### src/rtl/fetch_unit_if.sv
// Decode-side handshake between the fetch stage and decode.
interface fetch_unit_if #(
  parameter int unsigned ADDR_W = 8
);
  logic              dec_valid_out;
  logic              dec_ready_in;
  logic [31:0]       dec_instr_out;
  logic [ADDR_W-1:0] dec_pc_out;

  modport master (
    output dec_valid_out,
    output dec_instr_out,
    output dec_pc_out,
    input  dec_ready_in
  );

  modport slave (
    input  dec_valid_out,
    input  dec_instr_out,
    input  dec_pc_out,
    output dec_ready_in
  );
endinterface

### src/rtl/fetch_unit.sv
// Instruction-fetch stage: PC owner, 2-entry {pc, instr} buffer toward decode, branch redirect.
// Optional macro FETCH_PERF_CNT_EN adds saturating pop and flush counters.
module fetch_unit #(
  parameter int unsigned ADDR_W   = 8,
  parameter int unsigned RESET_PC = 0,
  parameter int unsigned LAST_PC  = 255
) (
  input  logic              clk,
  input  logic              rst_n,
  input  logic              start_in,
  output logic [ADDR_W-1:0] pc_out,
  input  logic [31:0]       instr_in,
  input  logic              redirect_in,
  input  logic [ADDR_W-1:0] redirect_pc_in,
  fetch_unit_if.master      dec,
  output logic              busy_out
`ifdef FETCH_PERF_CNT_EN
  ,
  output logic [31:0]       fetch_cnt_out,
  output logic [15:0]       flush_cnt_out
`endif
);

  localparam int unsigned CNT_W = 2;

  typedef enum logic [1:0] {
    IDLE = 2'd0,
    RUN  = 2'd1,
    HALT = 2'd2
  } state_e;

  typedef struct packed {
    logic [ADDR_W-1:0] pc;
    logic [31:0]       instr;
  } entry_t;

  state_e            state_q, state_d;
  logic [ADDR_W-1:0] pc_q, pc_d;
  logic [CNT_W-1:0]  count_q, count_d;
  entry_t            e0_q, e0_d, e1_q, e1_d;
  logic              valid_q, valid_d;
  logic              busy_q, busy_d;

  logic              pop;
  logic              flush;
  logic              fetch;
  entry_t            new_e;

  assign pop   = (count_q != CNT_W'(0)) && dec.dec_ready_in;
  assign flush = redirect_in && (state_q != IDLE);
  assign fetch = (state_q == RUN) && !redirect_in && ((count_q < CNT_W'(2)) || pop);
  assign new_e = '{pc: pc_q, instr: instr_in};

  // Next-state: redirect pre-empts start, fetch and pop alike.
  always_comb begin
    state_d = state_q;
    pc_d    = pc_q;
    count_d = count_q;
    e0_d    = e0_q;
    e1_d    = e1_q;

    if (flush) begin
      state_d = RUN;
      pc_d    = redirect_pc_in;
      count_d = CNT_W'(0);
    end else begin
      unique case (state_q)
        IDLE: if (start_in) state_d = RUN;
        HALT: if (start_in) begin
          state_d = RUN;
          pc_d    = ADDR_W'(RESET_PC);
        end
        RUN: if (fetch) begin
          pc_d = pc_q + ADDR_W'(1);
          if (pc_q == ADDR_W'(LAST_PC)) state_d = HALT;
        end
        default: state_d = IDLE;
      endcase

      // Head always lives in e0 so the decode outputs come straight from flops.
      unique case ({pop, fetch})
        2'b01: begin
          if (count_q == CNT_W'(0)) e0_d = new_e;
          else                      e1_d = new_e;
          count_d = count_q + CNT_W'(1);
        end
        2'b10: begin
          e0_d    = e1_q;
          count_d = count_q - CNT_W'(1);
        end
        2'b11: begin
          if (count_q == CNT_W'(1)) begin
            e0_d = new_e;
          end else begin
            e0_d = e1_q;
            e1_d = new_e;
          end
        end
        default: ;
      endcase
    end

    valid_d = (count_d != CNT_W'(0));
    busy_d  = (state_d == RUN) || (count_d != CNT_W'(0));
  end

  always_ff @(posedge clk or negedge rst_n) begin
    if (!rst_n) begin
      state_q <= IDLE;
      pc_q    <= ADDR_W'(RESET_PC);
      count_q <= CNT_W'(0);
      e0_q    <= '0;
      e1_q    <= '0;
      valid_q <= 1'b0;
      busy_q  <= 1'b0;
    end else begin
      state_q <= state_d;
      pc_q    <= pc_d;
      count_q <= count_d;
      e0_q    <= e0_d;
      e1_q    <= e1_d;
      valid_q <= valid_d;
      busy_q  <= busy_d;
    end
  end

  assign pc_out            = pc_q;
  assign busy_out          = busy_q;
  assign dec.dec_valid_out = valid_q;
  assign dec.dec_instr_out = e0_q.instr;
  assign dec.dec_pc_out    = e0_q.pc;

`ifdef FETCH_PERF_CNT_EN
  logic [31:0] fetch_cnt_q;
  logic [15:0] flush_cnt_q;

  // A pop coinciding with a redirect is discarded, so it is not counted.
  always_ff @(posedge clk or negedge rst_n) begin
    if (!rst_n) begin
      fetch_cnt_q <= 32'd0;
      flush_cnt_q <= 16'd0;
    end else begin
      if (pop && !flush && (fetch_cnt_q != 32'hFFFF_FFFF))
        fetch_cnt_q <= fetch_cnt_q + 32'd1;
      if (flush && (count_q != CNT_W'(0)) && (flush_cnt_q != 16'hFFFF))
        flush_cnt_q <= flush_cnt_q + 16'd1;
    end
  end

  assign fetch_cnt_out = fetch_cnt_q;
  assign flush_cnt_out = flush_cnt_q;
`endif

endmodule

### src/flat_wrapper.sv
// flat-port wrapper written by rule: the top's interface ports become plain ports
module fetch_unit_flat 
#(
  parameter int unsigned ADDR_W   = 8,
  parameter int unsigned RESET_PC = 0,
  parameter int unsigned LAST_PC  = 255
)
  (clk, rst_n, start_in, pc_out, instr_in, redirect_in, redirect_pc_in, busy_out, dec_dec_valid_out, dec_dec_instr_out, dec_dec_pc_out, dec_dec_ready_in);
  fetch_unit_if #(.ADDR_W(ADDR_W)) dec_i ();
  input  logic clk;
  input  logic rst_n;
  input  logic start_in;
  output logic [ADDR_W-1:0] pc_out;
  input  logic [31:0] instr_in;
  input  logic redirect_in;
  input  logic [ADDR_W-1:0] redirect_pc_in;
  output logic busy_out;
  output wire logic [$bits(dec_i.dec_valid_out)-1:0] dec_dec_valid_out;
  output wire logic [$bits(dec_i.dec_instr_out)-1:0] dec_dec_instr_out;
  output wire logic [$bits(dec_i.dec_pc_out)-1:0] dec_dec_pc_out;
  input wire logic [$bits(dec_i.dec_ready_in)-1:0] dec_dec_ready_in;
  assign dec_dec_valid_out = dec_i.dec_valid_out;
  assign dec_dec_instr_out = dec_i.dec_instr_out;
  assign dec_dec_pc_out = dec_i.dec_pc_out;
  assign dec_i.dec_ready_in = dec_dec_ready_in;
  fetch_unit #(.ADDR_W(ADDR_W), .RESET_PC(RESET_PC), .LAST_PC(LAST_PC)) u_core (.clk(clk), .rst_n(rst_n), .start_in(start_in), .pc_out(pc_out), .instr_in(instr_in), .redirect_in(redirect_in), .redirect_pc_in(redirect_pc_in), .dec(dec_i), .busy_out(busy_out));
endmodule
### config.mk
export PLATFORM = sky130hd
export DESIGN_NAME = fetch_unit_flat
export DESIGN_NICKNAME = d
export VERILOG_FILES = /design/src/rtl/fetch_unit_if.sv /design/src/rtl/fetch_unit.sv /design/src/flat_wrapper.sv
export SDC_FILE = /design/constraint.sdc
export NUM_CORES = 1
export LEC_CHECK = 0
export BUFFER_PORTS_ARGS = -buffer_cell sky130_fd_sc_hd__buf_4
export CAP_MARGIN = 20
export CORE_MARGIN = 1.5
export CORE_UTILIZATION = 54
export DETAILED_ROUTE_END_ITERATION = 12
export GPL_TIMING_DRIVEN = 0
export PLACE_DENSITY = 0.8
export SETUP_SLACK_MARGIN = 0.3
export SYNTH_ARGS = -nofsm -noshare
export SYNTH_HDL_FRONTEND = slang
export SYNTH_SLANG_ARGS = --single-unit
### constraint.sdc
create_clock -name clk -period 3.05 [get_ports clk]
set_clock_uncertainty 0.05 [all_clocks]
set_input_delay 0 -clock clk [delete_from_list [all_inputs] [get_ports clk]]
set_output_delay 0 -clock clk [all_outputs]
set_load 0.005 [all_outputs]
==> impl_metrics.json, run 1 <==
{
  "pwr_density_cell_nw_per_um2": 901,
  "clock_path_buffers": 2,
  "final_common_cell": "buf_4",
  "drt_iter0_markers": 282,
  "num_vias": 3676,
  "yosysSeqAreaShare_pct": 56.1,
  "die_w_um": 91.1,
  "grt_remaining_overflow": 0,
  "muxShareOfSynthArea_pct": 11.3,
  "drv_cap": 0,
  "cts_root_buf": "clkbuf_8",
  "cp_max_fo": 10,
  "clk_latency_ns": 0.36,
  "layout.nets": 581,
  "mostFrequentLayoutCells": "buf_4, dfrtp_1, nor2_1",
  "max_slew_margin_pct": 44.4,
  "synth_simple_gate_area_share_pct": 8.92,
  "cp.required_ns": 3.24,
  "rr_startpoint": "u_core.state_q[1]$_DFF_PN0_",
  "core_um2": 7370,
  "dieArea_um2": 8300,
  "grt_pass1_vias": 3702,
  "viasPerCell": 5.82,
  "row_count": 31,
  "ir_drop_mv": 0.506,
  "synth_fp_nets": 425,
  "drc": 0,
  "ys_ff_latch": 94,
  "rsz0062_at_grt": "false",
  "crit_chain": "buf_6 > or3b_1 > buf_6 > a21oi_4 > buf_6 > ha_2 > nand2b_1 > a221o_2 > buf_6 > mux2_2",
  "crit_start": "u_core.state_q[1]$_DFF_PN0_",
  "synth_compound_area_share_pct": 18.1,
  "hpwl_um": 6850,
  "setup.worst_path.class": "reg2reg",
  "worstSetupEndpointType": "flip-flop",
  "synth_edf_count": 0,
  "worst_pin_slew_ns": 0.832,
  "path_common_cell": "buf_6",
  "hold_class": "in2async",
  "wl_um": 11100,
  "synth_xor_area_share_pct": 0,
  "syn_area_per_cell_um2": 11.3,
  "final_layout_size_suffix_gt1_share_pct": 35.8,
  "crit_path_start_kind": "flip-flop",
  "drtPass1Iterations": 6,
  "cp_top_family": "compound AO/OA/AOI/OAI gates",
  "setup_ws_ns": 0.345,
  "worstPathArrival_ns": 2.90,
  "pin_count": 95,
  "path_buf_inv": 4,
  "numCtsBuffers": 9,
  "worst_path_largest_cell_delay_ns": 0.48,
  "p_leak_nw": 2.63,
  "cts_tree": "done",
  "place_ws_ns": -0.0816,
  "path_clk_slew_ns": 0.09,
  "fin_crit_sh_pct": 88.7,
  "synth_cells": 372,
  "start_util_pct": 56.9,
  "area_delta_synth_final_pct": 40.9,
  "synth_ff_type": "dfrtp_1",
  "synthAdderAreaFrac_pct": 2.39,
  "grtUsageTotal_pct": 26.9,
  "syn_area_um2": 4190,
  "total_power_mw": 5.33,
  "htree_levels": 3,
  "slew_violations": 0,
  "fp.dieH_um": 91.1,
  "fmax_mhz": 370,
  "grt_pass1_wl_um": 17600,
  "cp_slowest_cell": "a221o_2",
  "grt_max_degree": 70,
  "synth_top_family_by_area": "compound AO/OA/AOI/OAI gates",
  "setup_viol": 0,
  "drtAntennaViolNets": 0,
  "yosysUniqueCellTypes": 37,
  "place.gp.congestion": 0.832,
  "fin_crit_ns": 2.71,
  "final_hold_viol_count": 0,
  "async_flop_share_pct": 100,
  "ys_warn_count": 0,
  "cts.sinks": 94,
  "io_buffers": 94,
  "status": "complete, no violations",
  "detail_route.wl_per_cell_um": 17.6,
  "n_antenna_cell": 0,
  "antenna_found_initial": 0
}
-- routing by layer --
| layer | vias to the layer above | GRT usage (%) | part of all wire, % |
|---|---|---|---|
| li1 | 1668 | - | - |
| met1 | 1821 | 32.8 | 40 |
| met2 | 149 | 45.0 | 51 |
| met3 | 38 | 5.03 | 5.4 |
| met4 | 0 | 14.5 | 3.6 |
| met5 | - | 0 | 0 |
-- kinds of logic (layout without fill, tap and decap cells) --
kind of cell,count (synthesis),in the layout
mux,42,42
flops,94,94
compound gates,114,114
fa+ha+maj,8,8
simple gates,82,82
buf+inv,32,193
-- state kept, by name, summed over array words and instances (netlist names) --
register and count:
u_core.count_q 2, u_core.busy_out 1, u_core.dec.dec_valid_out 1, u_core.dec.dec_pc_out 8, u_core.pc_out 8, u_core.e1_q 40
u_core.state_q 2, u_core.dec.dec_instr_out 32
-- final cells by class --
cell class	instances	area, um2
Buffer	25	176
Clock buffer	10	128
Clock inverter	6	93.8
Fill cell	468	1460
Inverter	7	26.3
Multi-Input combinational cell	246	1750
Sequential cell	94	2350
Tap cell	99	124
Timing Repair Buffer	145	1250
-- path summary, 6_finish.rpt --
kind	cells after the start	end	slack, ns
min reg2reg	2	u_core.e1_q[34]$_DFFE_PN0P_	0.44
min	2	u_core.e1_q[3]$_DFFE_PN0P_	0.04
min in group clk	5	u_core.state_q[0]$_DFF_PN0_	0.22
max reg2reg	10	u_core.e1_q[19]$_DFFE_PN0P_	0.34
max in group asynchronous	3	u_core.dec.dec_pc_out[0]$_DFFE_PN0P_	2.26
max	10	u_core.e1_q[19]$_DFFE_PN0P_	0.34
-- cells in the mapped netlist, types with 2 or more instances --
master / n / share of area [%]
mux2_2: 41 / 11
inv_1: 7 / 0.63
dfrtp_1: 94 / 56
clkbuf_1: 17 / 1.5
or3b_1: 2 / 0.42
a21oi_1: 47 / 5.6
nor4_1: 3 / 0.45
nand2b_1: 4 / 0.60
o21ai_0: 8 / 0.95
ha_1: 8 / 2.4
a22oi_1: 41 / 7.3
nand3_1: 10 / 1.2
nand2_1: 9 / 0.81
o211ai_1: 2 / 0.36
nand4_1: 2 / 0.30
o2bb2ai_1: 5 / 1.0
nor2_1: 46 / 4.1
buf_2: 7 / 0.84
-- power breakdown --
part / internal, mW / total [mW] / switching (mW)
Combinational: 1.19 / 2.18 / 0.987
Sequential: 1.84 / 2.23 / 0.395
Clock: 0.468 / 0.915 / 0.447
Total: 3.50 / 5.33 / 1.83
-- per-stage QoR --
stage	TNS (ns)	cells	hold slack, ns	area [um2]	util [%]
floorplan	0	372	-0.346	4190	-
global route	0	632	0.0748	5910	80.2
CTS	0	625	0.0434	5740	77.9
finish	0	632	0.0425	5910	80.2
detailed placement	-0.299	566	-0.107	5050	68.5
global placement	0	565	0.195	5020	68.1
-- repair_timing --
action / CTS / global route
gates resized for setup: 20 / 25
setup endpoints to repair: 78 / 79
hold buffers: 43 / 0
gates cloned: 0 / 2
endpoints found under the hold margin: 169 / 0
buffers inserted: 0 / 5
pin swaps: 0 / 4
Note: power is estimated with default switching activity, not from simulation.
==> run 2: changes to the inputs <==
- CORE_UTILIZATION: 54 -> 27
- PLACE_DENSITY: 0.8 -> not set
==> impl_metrics.json, run 2 (synthesis gave the netlist of run 1 again) <==
{
  "status": "complete, no violations",
  "cp.required_ns": 3.23,
  "core_um2": 15200,
  "row_count": 45,
  "cts_root_buf": "clkbuf_16",
  "n_antenna_cell": 0,
  "layout.nets": 577,
  "die_w_um": 128,
  "fp.dieH_um": 128,
  "pin_count": 95,
  "grt_remaining_overflow": 0,
  "crit_path_start_kind": "flip-flop",
  "reg2reg_depth": 9,
  "pwr_density_cell_nw_per_um2": 911,
  "largest_reg_flops": 40,
  "path_clk_slew_ns": 0.06,
  "wl_um": 11600,
  "place.gp.congestion": 0.774,
  "antenna_found_initial": 0,
  "slew_violations": 0,
  "viasPerCell": 4.93,
  "setup_ws_ns": 0.379,
  "cts.sinks": 94,
  "final_layout_size_suffix_gt1_share_pct": 35.0,
  "ir_drop_mv": 0.354,
  "drtAntennaViolNets": 0,
  "drc": 0,
  "cp_max_fo": 10,
  "max_slew_margin_pct": 48.2,
  "final_common_cell": "buf_4",
  "p_leak_nw": 2.64,
  "setup.worst_path.class": "reg2reg",
  "placed_area_um2": 5160,
  "hold_class": "in2async",
  "clock_path_buffers": 2,
  "drt_iter0_markers": 183,
  "cts_tree": "done",
  "numCtsBuffers": 9,
  "rsz0062_at_grt": "true",
  "drv_cap": 0,
  "worstSetupEndpointType": "flip-flop",
  "fmax_mhz": 374,
  "drtPass1Iterations": 4,
  "fin_cells": 717,
  "fin_crit_ns": 2.67,
  "regMostFlops": "u_core.e1_q",
  "worst_pin_slew_ns": 0.775,
  "place_inst": 655,
  "detail_route.wl_per_cell_um": 16.1,
  "num_vias": 3532,
  "area_delta_synth_final_pct": 42.7,
  "grt_pass1_vias": 3629,
  "grt_pass1_wl_um": 18700,
  "mostFrequentLayoutCells": "buf_4, dfrtp_1, nor2_1",
  "start_util_pct": 27.6,
  "setup_viol": 0,
  "fin_crit_sh_pct": 87.6,
  "hpwl_um": 7870,
  "grt_max_degree": 63,
  "grtUsageTotal_pct": 14.8,
  "htree_levels": 3,
  "io_buffers": 94,
  "setup_tns_ns": 0,
  "place_ws_ns": -0.0849,
  "fin_area_um2": 5980,
  "worstPathArrival_ns": 2.85,
  "dieArea_um2": 16300,
  "clk_latency_ns": 0.34,
  "final_hold_viol_count": 0
}
-- run 2: final cells by class --
cell class | instances | area [um2]
repair buffers | 141 | 1190
fillers | 1501 | 9220
clock inverters | 3 | 42.5
multi-input cells | 246 | 1730
well taps | 188 | 235
flip-flops and latches | 94 | 2350
inverters | 7 | 26.3
clock buffers | 13 | 260
plain buffers | 25 | 149
-- run 2: repair_timing --
item,4_1_cts,5_1_grt
endpoints found under the hold margin,129,0
hold buffers,43,0
gates resized for setup,20,16
setup endpoints to repair,79,78
pin swaps,0,2
setup buffers,0,3
-- run 2: layer usage --
| metal | vias up | global-route usage (%) | wire length [um] |
|---|---|---|---|
| li1 | 1663 | - | - |
| met1 | 1763 | 19.3 | 5240 |
| met2 | 97 | 23.6 | 5550 |
| met3 | 9 | 4.69 | 639 |
| met4 | 0 | 4.10 | 137 |
| met5 | - | 0 | 0 |
-- run 2: worst max-delay path, stage by stage, from the launching register on --
cell and delay [ns]:
dfrtp_1 0.37, buf_6 0.14, or3b_1 0.35, buf_2 0.20, a21oi_4 0.18, ha_2 0.22, nand2b_1 0.09, a221o_2 0.44
buf_4 0.22, mux2_2 0.28
-- run 2: per-stage QoR --
step           utilization, %  hold slack (ns)  power (mW)
6_report                 39.3            0.100        5.45
5_1_grt                  39.3            0.136        5.85
4_1_cts                  39.0            0.109        5.48
3_5_place_dp             34.0          -0.0646        4.23
3_3_place_gp             33.8            0.193        4.14
2_1_floorplan               -           -0.346        3.28
-- run 2: path summary, 6_finish.rpt --
path / from / end / slack, ns
max: u_core.state_q[1]$_DFF_PN0_ / u_core.e1_q[17]$_DFFE_PN0P_ / 0.38
min: rst_n / u_core.busy_out$_DFF_PN0_ / 0.10
max reg2reg: u_core.state_q[1]$_DFF_PN0_ / u_core.e1_q[17]$_DFFE_PN0P_ / 0.38
min reg2reg: u_core.e1_q[34]$_DFFE_PN0P_ / u_core.e1_q[34]$_DFFE_PN0P_ / 0.44
max in group asynchronous: rst_n / u_core.dec.dec_instr_out[23]$_DFFE_PN0P_ / 2.19
min in group clk: dec_dec_ready_in / u_core.state_q[0]$_DFF_PN0_ / 0.32
-- run 2: where the power goes --
part           leakage (nW)  switching [mW]  internal, mW
clock                 0.146           0.470         0.680
sequential             1.10           0.385          1.84
combinational          1.40           0.944          1.13
